[src/rtl/l2dr_rr_arb.sv]
`default_nettype none
// ============================================================================
//  Module      : l2dr_rr_arb
//  Description : Round-robin arbiter sharing the L2-to-directory request
//                channel among NREQ L2 data slices. The winner of each
//                cycle is pushed, tagged with its slice index, into a
//                2-entry output queue.
//                Optional build macro L2DR_ARB_FIXPRIO_EN selects fixed
//                priority (lowest index wins) and removes the round-robin
//                pointer.
//  Revision    : 1.0 - initial release
// ============================================================================
module l2dr_rr_arb #(
    parameter int NREQ = 4,
    parameter int DW   = 64,
    parameter int SW   = $clog2(NREQ)
) (
    input  logic                clk,
    input  logic                reset,
    input  logic [NREQ-1:0]     in_valid,
    output logic [NREQ-1:0]     in_retry,
    input  logic [NREQ*DW-1:0]  in_data,
    output logic                out_valid,
    input  logic                out_retry,
    output logic [DW-1:0]       out_data,
    output logic [SW-1:0]       out_src
);

    localparam logic [1:0] c_QDEPTH = 2'd2;

    // Queue storage and bookkeeping
    logic [DW-1:0]   r_q_data [2];
    logic [SW-1:0]   r_q_src  [2];
    logic            r_head;
    logic            r_tail;
    logic [1:0]      r_count;

    logic            w_space;
    logic            w_gnt_vld;
    logic [SW-1:0]   w_gnt_idx;
    logic [NREQ-1:0] w_gnt_oh;
    logic [DW-1:0]   w_gnt_data;
    logic            w_push;
    logic            w_pop;

`ifndef L2DR_ARB_FIXPRIO_EN
    logic [SW-1:0]   r_ptr;
    logic [SW:0]     w_scan;
`endif

    // Pick the first valid slice in scan order (from r_ptr, or from 0 in fixed-priority builds)
    always_comb begin
        w_gnt_vld = 1'b0;
        w_gnt_idx = '0;
`ifndef L2DR_ARB_FIXPRIO_EN
        w_scan    = '0;
`endif
        for (int k = 0; k < NREQ; k++) begin
`ifdef L2DR_ARB_FIXPRIO_EN
            if (!w_gnt_vld && in_valid[k]) begin
                w_gnt_vld = 1'b1;
                w_gnt_idx = SW'(k);
            end
`else
            w_scan = {1'b0, r_ptr} + (SW+1)'(k);
            if (w_scan >= (SW+1)'(NREQ)) begin
                w_scan = w_scan - (SW+1)'(NREQ);
            end
            if (!w_gnt_vld && in_valid[w_scan[SW-1:0]]) begin
                w_gnt_vld = 1'b1;
                w_gnt_idx = w_scan[SW-1:0];
            end
`endif
        end
    end

    // Space depends only on registered count; reset forces every slice to retry
    assign w_space    = reset && (r_count < c_QDEPTH);
    assign w_push     = w_space && w_gnt_vld;
    assign w_gnt_oh   = w_push ? (NREQ'(1) << w_gnt_idx) : '0;
    assign in_retry   = ~w_gnt_oh;
    assign w_gnt_data = in_data[w_gnt_idx*DW +: DW];

    assign out_valid  = (r_count != 2'd0);
    assign out_data   = r_q_data[r_head];
    assign out_src    = r_q_src[r_head];
    assign w_pop      = out_valid && !out_retry;

    // Queue push/pop and occupancy tracking
    always_ff @(posedge clk or negedge reset) begin
        if (!reset) begin
            r_count <= 2'd0;
            r_head  <= 1'b0;
            r_tail  <= 1'b0;
            for (int e = 0; e < 2; e++) begin
                r_q_data[e] <= '0;
                r_q_src[e]  <= '0;
            end
        end else begin
            if (w_push) begin
                r_q_data[r_tail] <= w_gnt_data;
                r_q_src[r_tail]  <= w_gnt_idx;
                r_tail           <= ~r_tail;
            end
            if (w_pop) begin
                r_head <= ~r_head;
            end
            case ({w_push, w_pop})
                2'b10:   r_count <= r_count + 2'd1;
                2'b01:   r_count <= r_count - 2'd1;
                default: r_count <= r_count;
            endcase
        end
    end

`ifndef L2DR_ARB_FIXPRIO_EN
    // Round-robin pointer moves just past the slice that was accepted
    always_ff @(posedge clk or negedge reset) begin
        if (!reset) begin
            r_ptr <= '0;
        end else if (w_push) begin
            r_ptr <= (w_gnt_idx == SW'(NREQ-1)) ? '0 : w_gnt_idx + SW'(1);
        end
    end
`endif

endmodule
`default_nettype wire

[config.mk]
export PLATFORM = sky130hd
export DESIGN_NAME = l2dr_rr_arb
export DESIGN_NICKNAME = d
export VERILOG_FILES = /design/src/rtl/l2dr_rr_arb.sv
export SDC_FILE = /design/constraint.sdc
export NUM_CORES = 1
export LEC_CHECK = 0
export ABC_AREA = 1
export CAP_MARGIN = 20
export CORE_MARGIN = 2
export CORE_UTILIZATION = 33
export DETAILED_ROUTE_END_ITERATION = 6
export GPL_TIMING_DRIVEN = 0
export PLACE_DENSITY = 0.7
export SYNTH_ARGS = -nofsm -noshare
export SYNTH_HDL_FRONTEND = slang
export SYNTH_SLANG_ARGS = --single-unit
[constraint.sdc]
create_clock -name clk -period 2.1 [get_ports clk]
set_input_delay 0.42 -clock clk [delete_from_list [all_inputs] [get_ports clk]]
set_output_delay 0.42 -clock clk [all_outputs]
set_load 0.02 [all_outputs]
==> summary.md, run 1 <==
| Metric | Value |
|---|---|
| CP arrival | `2220 ps` |
| I/O Buffers | `333` |
| Comb pwr share | `74.0%` |
| Vias | `11.5k` |
| Avg WL per Cell | `16.2 µm` |
| Area Growth Syn to Fin | `66.8%` |
| Share of layout cells above drive strength 1 | `20.9%` |
| GRT Util Overall | `24.6%` |
| Max-cap violations | `0` |
| Sw Pwr | `14.8 mW` |
| Die footprint | `30,200 µm²` |
| Mapped Avg Cell Area | `6.06 µm²` |
| CP Launch Point | `r_ptr[1]` |
| Worst setup SP type | `flip-flop` |
| Pint | `14.8 mW` |
| Hold WS | `21.8 ps` |
| Fin Setup TNS | `-29,410 ps` |
| CTS root buf | `clkbuf_16` |
| GRT overflow | `0` |
| Final setup vio count | `138` |
| GP Congestion | `0.892` |
| Num rows | `62` |
| Sequential Power Share | `15.5%` |
| Worst IR drop on VDD | `729 µV` |
| Req. time, crit path | `1680 ps` |
| First-pass GRT wire length | `58.9 mm` |
| Worst min path class | `primary input to async pin` |
| DRC | `0` |
| Post-DP HPWL | `26.4 mm` |
| Synth Flop Type | `dfrtp_1` |
| EDFF count, synth | `0` |
| Yosys reg bits | `138` |
| H-tree depth | `4` |
| Die Width | `174 µm` |
| Finished Layout Cells | `2,390` |
| Grt met1 use | `31.3%` |
| TritonCTS buffer count | `17` |
| Pin count of the biggest net entering global routing | `92` |
| Fin Clk Skew | `6.95 ps` |
| Seq/Total Area, Yosys | `36.3%` |
| Final worst-path cycle share | `126%` |
| Via/cell ratio | `4.82` |
| Pleak | `8.63 nW` |
| Clock transition at the registers of the reported paths | `60 ps` |
| Crit path kind | `flip-flop to output port` |
| Worst-margin pin slew | `610 ps` |
| GR Layer Usage met2 | `42.7%` |
| R2R Path Start | `r_ptr[1]` |
| Synth cell types | `24` |
| Iter 0 DRT Violations | `757` |
| Worst-path fanout max | `6` |
| Min cycle time layout | `2640 ps` |
| Busiest grt layer | `met2` |
| Synth area leaders | `nand2_1 (37%), dfrtp_1 (36%), nand4_1 (8.4%)` |
| Status | `finished with violations` |
| Final Slew Violations | `0` |
| Placed Cells | `2,287` |
| Failing checks | `setup timing` |
| Share of synthesized registers carrying an async set or reset | `100%` |
| CORE AREA | `28,500 µm²` |
| FMAX | `0.379 GHz` |
| Slew headroom | `59.2%` |
| Mapped Nets | `1,834` |
| Leading area contributor after synthesis | `nand2_1` |
| Critical Path Sink Type | `output port` |
| Routing usage on met3 | `4.54%` |
| Worst-Skew Late Latency | `420 ps` |
| CTS tree | `done` |
| Total power | `29.6 mW` |
| Post-Syn Instances | `1,569` |
| Drt pass-1 iters | `6` |
| WL final | `38.8 mm` |
| Vias in the first global route | `11.1k` |
| Clock power frac | `10.5%` |
| Power Density | `1860 nW/µm²` |
| Clk sinks | `138` |
| Final #Nets | `2,256` |
| Setup WS post-layout | `-541 ps` |
| Synth warn | `0` |
| Final antenna-violating net count | `0` |
| Commonest cells post-synth | `nand2_1 (946), inv_1 (140), dfrtp_1 (138)` |
| Final hold vios | `0` |
| Syn Std Cell Area | `9510 µm²` |
| Clock Path Buffers | `2` |
| Number of top-level pins | `334` |
| Count leader, synth | `nand2_1` |
| RSZ-0062 raised after global routing | `true` |
| Initial antenna violation count | `2` |
| Die Ht | `174 µm` |
| Switching Share | `50.1%` |
| Starting Density | `33.3%` |
| Yosys top cell area share | `37.3%` |
flip-flops by register name, indices dropped and copies added, names as in the netlist:
name / count
r_ptr: 2
r_head: 1
r_count: 2
r_q_data: 128
r_q_src: 4
r_tail: 1
critical path, cell delays in order, from the launching register on:
cell and delay [ps]:
dfrtp_1 430, inv_2 150, nand2_1 70, nand2_1 100, nand2_1 80, nand2_2 60
nand2_2 70, nand2_2 90, nand2_4 70, nand3_4 90, buf_12 110, buf_12 110
inv_8 30, ha_4 150, nand2_4 50, buf_6 120
placed cells by master (no fill, tap or decap), drive strengths merged:
cell / count
clkinv: 7
nand3: 78
dlygate4sd3: 1
clkinvlp: 3
diode: 2
a31oi: 1
xor2: 2
bufinv: 3
a21oi: 2
nor2: 4
o21ai: 6
buf: 196
nand2: 947
ha: 2
clkbuf: 60
o31ai: 1
nand4: 128
xnor2: 1
dlygate4sd2: 4
clkdlybuf4s50: 262
clkdlybuf4s15: 11
dfrtp: 138
inv: 147
layer usage:
layer  up-vias  wire [µm]
met3        44       2500
li1       5699          -
met5         -          0
met4         0        877
met1      5379      16200
met2       390      19200
cell type report:
class,count,area [µm²]
sequential,138,3450
fill,2738,12700
timing repair buffer,405,4230
buffer,111,1170
multi-input combinational,1172,5340
inverter,146,581
clock buffer,18,429
clock inverter,14,171
tap,384,480
antenna,2,5.00
final timing paths:
| check | to | slack (ps) | depth (start not counted) |
|---|---|---|---|
| worst max-delay path | in_retry[3] | -540 | 15 |
| worst min-delay path | r_q_data[96] | 20 | 2 |
| worst max register to register | r_q_data[91] | -350 | 18 |
| worst min register to register | r_q_data[52] | 480 | 2 |
| max in group asynchronous | r_q_data[6] | 1120 | 2 |
| min in group clk | r_q_data[52] | 480 | 2 |
repair_timing:
| action | CTS | global route |
|---|---|---|
| setup endpoints to repair | 203 | 199 |
| pin swaps | 79 | 17 |
| endpoints found under the hold margin | 48 | 40 |
| gates cloned | 15 | 6 |
| resized for setup | 518 | 134 |
| buffers inserted | 37 | 11 |
per-stage QoR:
stage | setup WS [ps] | instance area, µm² | util [%]
after detailed placement | -1390 | 13400 | 46.9
after global placement | -5520 | 13400 | 46.8
after floorplan | 19.1 | 9550 | -
after global routing | -646 | 15900 | 55.6
final | -541 | 15900 | 55.6
after CTS | -528 | 15400 | 54.1
power by group through the flow:
stage	Sequential, mW	Clock (mW)	Combinational [mW]
floorplan	4.36	0	11.5
global placement	4.46	0	17.3
detailed placement	4.49	0	17.5
CTS	4.56	3.15	20.6
global route	4.71	3.27	23.9
finish	4.59	3.10	21.9
cell families after synthesis:
family | Yosys count | synth area share, %
and+or+nand+nor | 1157 | 50.6
buffers and inverters | 259 | 12.0
DFF | 138 | 36.3
AOI/OAI and AO/OA | 10 | 0.566
xor gates and xnor gates | 3 | 0.276
adders and majority gates | 2 | 0.263
Power figures use the tool's default switching activity.
==> inputs of run 2 (changes only) <==
==> constraint.sdc (replaced) <==
create_clock -name clk -period 2.1 [get_ports clk]
set_input_delay 0.315 -clock clk [delete_from_list [all_inputs] [get_ports clk]]
set_output_delay 0.315 -clock clk [all_outputs]
set_load 0.02 [all_outputs]
==> run 2 against run 1 <==
  * The run ends with hold timing, setup timing left
  * Hold slack worse by 140 ps
  * Clock skew grew 6.5 ps
  * Sequential share of layout area rose by 0.88 points
  * Critical path depth up 1
  * Clock power shrank 4%
  * Wire length down 1.5%
  * Non-clock buffer count is 18 lower
==> summary.md, run 2 (synthesized netlist as in run 1, its figures left out) <==
| Metric | Value |
|---|---|
| Die Ht | `174 µm (unchanged)` |
| Final #Nets | `2,239 (-0.75%)` |
| Min cycle time layout | `2550 ps (-87.3 ps)` |
| GRT overflow | `0 (unchanged)` |
| Top flop regs | `r_q_data x128, r_q_src x4` |
| Flop2flop setup slack | `-370 ps (-20 ps)` |
| I/O Buffers | `333 (unchanged)` |
| Clock Path Buffers | `2 (unchanged)` |
| WL final | `38.2 mm (-1.5%)` |
| Slew headroom | `57.4% (-1.9 points)` |
| Commonest non-fill, non-tap cell in the layout | `nand2_1` |
| Critical Path Sink Type | `output port` |
| CP arrival | `2240 ps (+20 ps)` |
| GP Congestion | `0.898 (+0.72%)` |
| Worst IR drop on VDD | `746 µV (+2.3%)` |
| Avg WL per Cell | `16.1 µm (-0.70%)` |
| Failing checks | `hold timing, setup timing` |
| ANT cells | `0 (-2)` |
| GRT Util Overall | `25.0% (+0.38 points)` |
| Hold WS | `-115 ps (-137 ps)` |
| Worst reg-to-reg path cell count | `19 (+1)` |
| Req. time, crit path | `1780 ps (+100 ps)` |
| Crit path kind | `flip-flop to output port` |
| Drt pass-1 iters | `5 (-1)` |
| Via/cell ratio | `4.81 (-0.20%)` |
| Post-DP HPWL | `26.8 mm (+1.4%)` |
| Area Growth Syn to Fin | `60.4%` |
| Pin count of the biggest net entering global routing | `76 (-17%)` |
| Final hold vios | `64 (+64)` |
| Worst-Skew Late Latency | `420 ps (about the same)` |
| Endpoint of the lowest-slack register-to-register path | `r_q_data[124]` |
| Most frequent cells in the layout | `nand2_1 (894), clkdlybuf4s50_1 (262), inv_1 (136), dfrtp_1 (136), nand4_1 (128)` |
| Final antenna-violating net count | `0 (unchanged)` |
| First-pass GRT wire length | `59.3 mm (+0.71%)` |
| Worst setup SP type | `flip-flop` |
| Final worst-path cycle share | `122% (-4.2 points)` |
| Worst min path class | `primary input to async pin` |
| Final setup vio count | `138 (unchanged)` |
| Clock transition at the registers of the reported paths | `70 ps (about the same)` |
| Worst-margin pin slew | `639 ps (+29.9 ps)` |
| Slowest cell on crit path | `dfrtp_1` |
| Share of layout cells above drive strength 1 | `16.3% (-4.6 points)` |
| Number of top-level pins | `334 (unchanged)` |
| Die Width | `174 µm (unchanged)` |
| Final Slew Violations | `0 (unchanged)` |
| Power Density | `1860 nW/µm² (-0.36%)` |
| Status | `finished with violations` |
| Most flops, register | `r_q_data` |
| CP Cell Sequence | `buf_6 -> buf_6 -> nand2_2 -> nand2_1 -> nand2_1 -> nand2_1 -> nand2_2 -> nand2_2 -> nand2_2 -> nand3_4 -> buf_12 -> buf_8 -> inv_6 -> ha_4 -> nand2_2 -> buf_6` |
| Fin Clk Skew | `13.4 ps (+6.48 ps)` |
| RSZ-0062 raised after global routing | `true` |
| Pleak | `8.46 nW (-2.0%)` |
| Post-route cell area | `15,300 µm² (-3.8%)` |
| CP max stage delay | `390 ps (-40 ps)` |
| Total power | `28.3 mW (-4.2%)` |
| CTS root buf | `clkbuf_16` |
| Iter 0 DRT Violations | `831 (+9.8%)` |
| FMAX | `0.392 GHz (+3.4%)` |
| Vias in the first global route | `10.9k (-1.5%)` |
| Vias | `11.4k (-1.0%)` |
| R2R Path Start | `r_ptr[0]` |
| Fin Setup TNS | `-36,220 ps (-6810 ps)` |
| Number of flip-flops in the largest register | `128 (unchanged)` |
| Worst-path fanout max | `6 (unchanged)` |
| Setup WS post-layout | `-453 ps (+87.3 ps)` |
| Critical path's most frequent cell | `nand2_2` |
| Max-cap violations | `0 (unchanged)` |
| CTS tree | `done` |
| Num rows | `62 (unchanged)` |
| DRC | `0 (unchanged)` |
| Clk sinks | `138 (unchanged)` |
| CORE AREA | `28,500 µm² (unchanged)` |
| H-tree depth | `4 (unchanged)` |
| TritonCTS buffer count | `17 (unchanged)` |
| Die footprint | `30,200 µm² (unchanged)` |
| Placed inst area | `13,400 µm² (-0.27%)` |
| Starting Density | `33.3% (unchanged)` |
| Initial antenna violation count | `0 (-2)` |
[run 2: how the worst max path moves through the flow]
stage,start,to,slack [ps],cells after the start
after global routing,r_ptr[0],in_retry[3],-570,16
after detailed placement,in_valid[3],in_retry[3],-1370,14
after CTS,r_ptr[0],in_retry[3],-450,16
after floorplan,r_ptr[0],in_retry[3],20,13
final,r_ptr[0],in_retry[3],-450,16
after global placement,reset,in_retry[1],-5190,5
[run 2: critical path, delay by kind of cell, from the launching register on]
family	cells	cell delay, ps
fa+ha+maj	1	120
flops	1	390
buf+inv	6	710
simple gates	9	590
[run 2: cell type report]
class,count,area [µm²]
Timing Repair Buffer,388,3980
Fill cell,2878,13300
Inverter,146,576
Sequential cell,138,3460
Buffer,110,1040
Multi-Input combinational cell,1172,5140
Timing Repair inverter,1,6.26
Clock buffer,18,429
Clock inverter,13,145
Tap cell,384,480
[run 2: power by group]
part | internal [mW] | switching [mW]
clock network | 1.75 | 1.22
logic | 8.31 | 12.5
registers | 3.87 | 0.638
total | 13.9 | 14.4
[run 2: what timing repair did]
action	in CTS	in global routing
hold endpoints to repair	64	64
pin swaps	106	12
buffers inserted	35	4
endpoints found under the setup margin	205	181
gates cloned	15	1
gates resized for setup	442	58
[run 2: per-layer routing]
layer / up-vias / track usage (%) / share of wire, %
met5: - / 0 / 0
met4: 0 / 6.76 / 1.9
met3: 46 / 5.35 / 6.7
met2: 401 / 43.3 / 50
met1: 5284 / 31.6 / 42
li1: 5662 / - / -
[run 2: per-stage QoR]
stage / worst slack [ps] / hold slack [ps] / util, % / std cells
6_report: -453 / -115 / 53.4 / 2370
5_1_grt: -574 / -74.3 / 53.4 / 2370
4_1_cts: -454 / -98.5 / 52.8 / 2366
3_5_place_dp: -1370 / 353 / 46.8 / 2287
3_3_place_gp: -5190 / 461 / 46.7 / 2286
2_1_floorplan: 23.5 / 19.4 / - / 1569
==> inputs of run 3 (changes only) <==
--- a/config.mk
+++ b/config.mk
@@ -8,10 +8,11 @@
 export ABC_AREA = 1
 export CAP_MARGIN = 20
 export CORE_MARGIN = 2
-export CORE_UTILIZATION = 33
+export CORE_UTILIZATION = 42
 export DETAILED_ROUTE_END_ITERATION = 6
 export GPL_TIMING_DRIVEN = 0
-export PLACE_DENSITY = 0.7
+export PLACE_DENSITY = 0.82
+export SLEW_MARGIN = 15
 export SYNTH_ARGS = -nofsm -noshare
 export SYNTH_HDL_FRONTEND = slang
 export SYNTH_SLANG_ARGS = --single-unit
==> run 3 against run 2 <==
  * The run still ends with hold timing, setup timing left
  * Core utilization increased by 14 points
  * Final cell count decreased by 4.8%
  * Register-to-register slack improved by 20 ps
  * Via count increased by 2.7%
  * Sequential power increased by 0.9%
  * First-iteration DRC count increased by 6.4%
  * Hold slack got worse by 40 ps
  * Count of clock-buffer cells in the layout increased by 3
  * Clock skew decreased by 2.2 ps
  * Sequential share of layout area increased by 0.12 points
  * Critical endpoint unchanged
  * Wire length decreased by 2.6%
==> summary.md, run 3 (synthesized netlist as in run 1, its figures left out) <==
| Metric | Value |
|---|---|
| Initial antenna violation count | `1 (+1)` |
| Vias | `11.7k (+2.7%)` |
| GRT overflow | `0 (unchanged)` |
| TritonCTS buffer count | `17 (unchanged)` |
| Final setup vio count | `136 (-1.4%)` |
| Final #Nets | `2,224 (-0.67%)` |
| Clock transition at the registers of the reported paths | `60 ps (about the same)` |
| Die footprint | `23,900 µm² (-21%)` |
| Critical path's most frequent cell | `nand2_2` |
| Filler instances | `1,913 (-34%)` |
| CORE AREA | `22,400 µm² (-21%)` |
| CTS root buf | `clkbuf_16` |
| Power Density | `1970 nW/µm² (+6.1%)` |
| Failing checks | `hold timing, setup timing` |
| Area Growth Syn to Fin | `59.6%` |
| Die Width | `154 µm (-11%)` |
| Finished Layout Cells | `2,257 (-4.8%)` |
| First-pass GRT wire length | `57.4 mm (-3.2%)` |
| Final worst-path cycle share | `126% (+4.5 points)` |
| Slowest cell on crit path | `dfrtp_2` |
| CP arrival | `2330 ps (+90 ps)` |
| Worst reg-to-reg path cell count | `19 (unchanged)` |
| Pin count of the biggest net entering global routing | `72 (-5.3%)` |
| Iter 0 DRT Violations | `884 (+6.4%)` |
| Share of layout cells above drive strength 1 | `20.9% (+4.6 points)` |
| Clk sinks | `138 (unchanged)` |
| Commonest non-fill, non-tap cell in the layout | `nand2_1` |
| Most frequent cells in the layout | `nand2_1 (833), clkdlybuf4s50_1 (262), inv_1 (137)` |
| Hold WS | `-155 ps (-39.5 ps)` |
| Via/cell ratio | `5.18 (+7.8%)` |
| Slew headroom | `60.8% (+3.5 points)` |
| R2R Path Start | `r_ptr[0]` |
| Worst-path fanout max | `5 (-1)` |
| Worst-Skew Late Latency | `410 ps (about the same)` |
| Most flops, register | `r_q_data` |
| Worst-margin pin slew | `588 ps (-51.8 ps)` |
| Worst IR drop on VDD | `1330 µV (+79%)` |
| Vias in the first global route | `11.3k (+3.5%)` |
| FMAX | `0.378 GHz (-3.6%)` |
| Max-cap violations | `0 (unchanged)` |
| Top flop regs | `r_q_data x128, r_q_src x4` |
| RSZ-0062 raised after global routing | `true` |
| Total power | `29.9 mW (+5.6%)` |
| Post-DP HPWL | `25.4 mm (-5.2%)` |
| Final hold vios | `69 (+7.8%)` |
| CTS tree | `done` |
| Number of flip-flops in the largest register | `128 (unchanged)` |
| Num rows | `55 (-11%)` |
| Starting Density | `42.4% (+9.1 points)` |
| Min cycle time layout | `2650 ps (+94.8 ps)` |
| GRT Util Overall | `30.3% (+5.3 points)` |
| Flop2flop setup slack | `-350 ps (+20 ps)` |
| Drt pass-1 iters | `7 (+2)` |
| Endpoint of the lowest-slack register-to-register path | `r_q_data[17]` |
| Pleak | `8.43 nW (-0.40%)` |
| Setup WS post-layout | `-548 ps (-94.8 ps)` |
| Req. time, crit path | `1780 ps (about the same)` |
| H-tree depth | `4 (unchanged)` |
| Fin Clk Skew | `11.2 ps (-2.22 ps)` |
| Final Slew Violations | `0 (unchanged)` |
| CP max stage delay | `460 ps (+70 ps)` |
| Number of top-level pins | `334 (unchanged)` |
| CP Cell Sequence | `buf_6 -> nand2_2 -> nand2_2 -> nand2_1 -> nand2_1 -> nand2_2 -> nand2_2 -> nand2_2 -> nand3_4 -> buf_12 -> buf_8 -> inv_6 -> ha_4 -> nand2_2 -> buf_6` |
| Crit path kind | `flip-flop to output port` |
| I/O Buffers | `333 (unchanged)` |
| WL final | `37.2 mm (-2.6%)` |
| DRC | `0 (unchanged)` |
| Placed Cells | `2,188 (-4.3%)` |
| Clock Path Buffers | `2 (unchanged)` |
| Avg WL per Cell | `16.5 µm (+2.3%)` |
| CP Launch Point | `r_ptr[0]` |
| Status | `finished with violations` |
| GP Congestion | `0.874 (-2.7%)` |
| Worst setup SP type | `flip-flop` |
| Die Ht | `154 µm (-11%)` |
| Critical Path Sink Type | `output port` |
| Final antenna-violating net count | `0 (unchanged)` |
| Worst min path class | `primary input to async pin` |
-- run 3: cell count changes in the layout (fill, tap and decap cells not counted), sizes merged, moves of 2 or more --
cell / previous run / this run
clkinv: 6 / 4
buf: 183 / 133
clkdlybuf4s15: 1 / 4
clkbuf: 43 / 79
inv: 149 / 146
bufbuf: 2 / 0
-- run 3: power breakdown --
| part | internal [mW] | switching, mW | total [mW] |
|---|---|---|---|
| Combinational | 8.80 | 13.5 | 22.3 |
| Sequential | 3.88 | 0.678 | 4.55 |
| Clock | 1.90 | 1.16 | 3.06 |
| Total | 14.6 | 15.3 | 29.9 |
-- run 3: how the worst max path moves through the flow --
stage | to | slack (ps)
3_3_place_gp | in_retry[0] | -5020
2_1_floorplan | in_retry[3] | 20
3_5_place_dp | in_retry[3] | -1350
5_1_grt | in_retry[3] | -620
6_report | in_retry[3] | -550
4_1_cts | in_retry[3] | -460
-- run 3: per-layer routing --
layer  track usage [%]  share of wire, %
met1              38.0                40
met2              51.3                49
met3              5.94               7.7
met4              12.3               3.7
met5                 0                 0
-- run 3: stage by stage --
stage	TNS [ps]	setup slack (ps)	hold slack, ps	util, %	cell area, µm²
final	-38040	-548	-155	67.7	15200
after global placement	-1369650	-5020	461	58.9	13200
after global routing	-51430	-622	-106	67.7	15200
after CTS	-31140	-458	-112	68.0	15200
after floorplan	0	23.5	19.4	-	9510
after detailed placement	-104330	-1350	324	59.0	13200
-- run 3: final cells by class --
class	count	area [µm²]	area share, %
plain buffers	112	878	5.79
diodes	1	2.50	0.0165
repair inverters	1	7.51	0.0495
flip-flops and latches	138	3460	22.8
clock inverters	10	144	0.948
repair buffers	371	3680	24.2
clock buffers	21	450	2.97
multi-input cells	1172	5640	37.1
inverters	146	568	3.74
well taps	285	357	2.35
-- run 3: critical path, delay by kind of cell (launching register included) --
kind          cells  cell delay (ps)
buf+inv           5              620
fa+ha+maj         1              120
flops             1              460
simple gates      9              720
-- run 3: what timing repair did --
item / CTS / global route
pin swaps: 98 / 12
setup endpoints to repair: 205 / 176
gates resized for setup: 453 / 75
endpoints found under the hold margin: 69 / 69
cloned: 11 / 0
setup buffers: 22 / 6
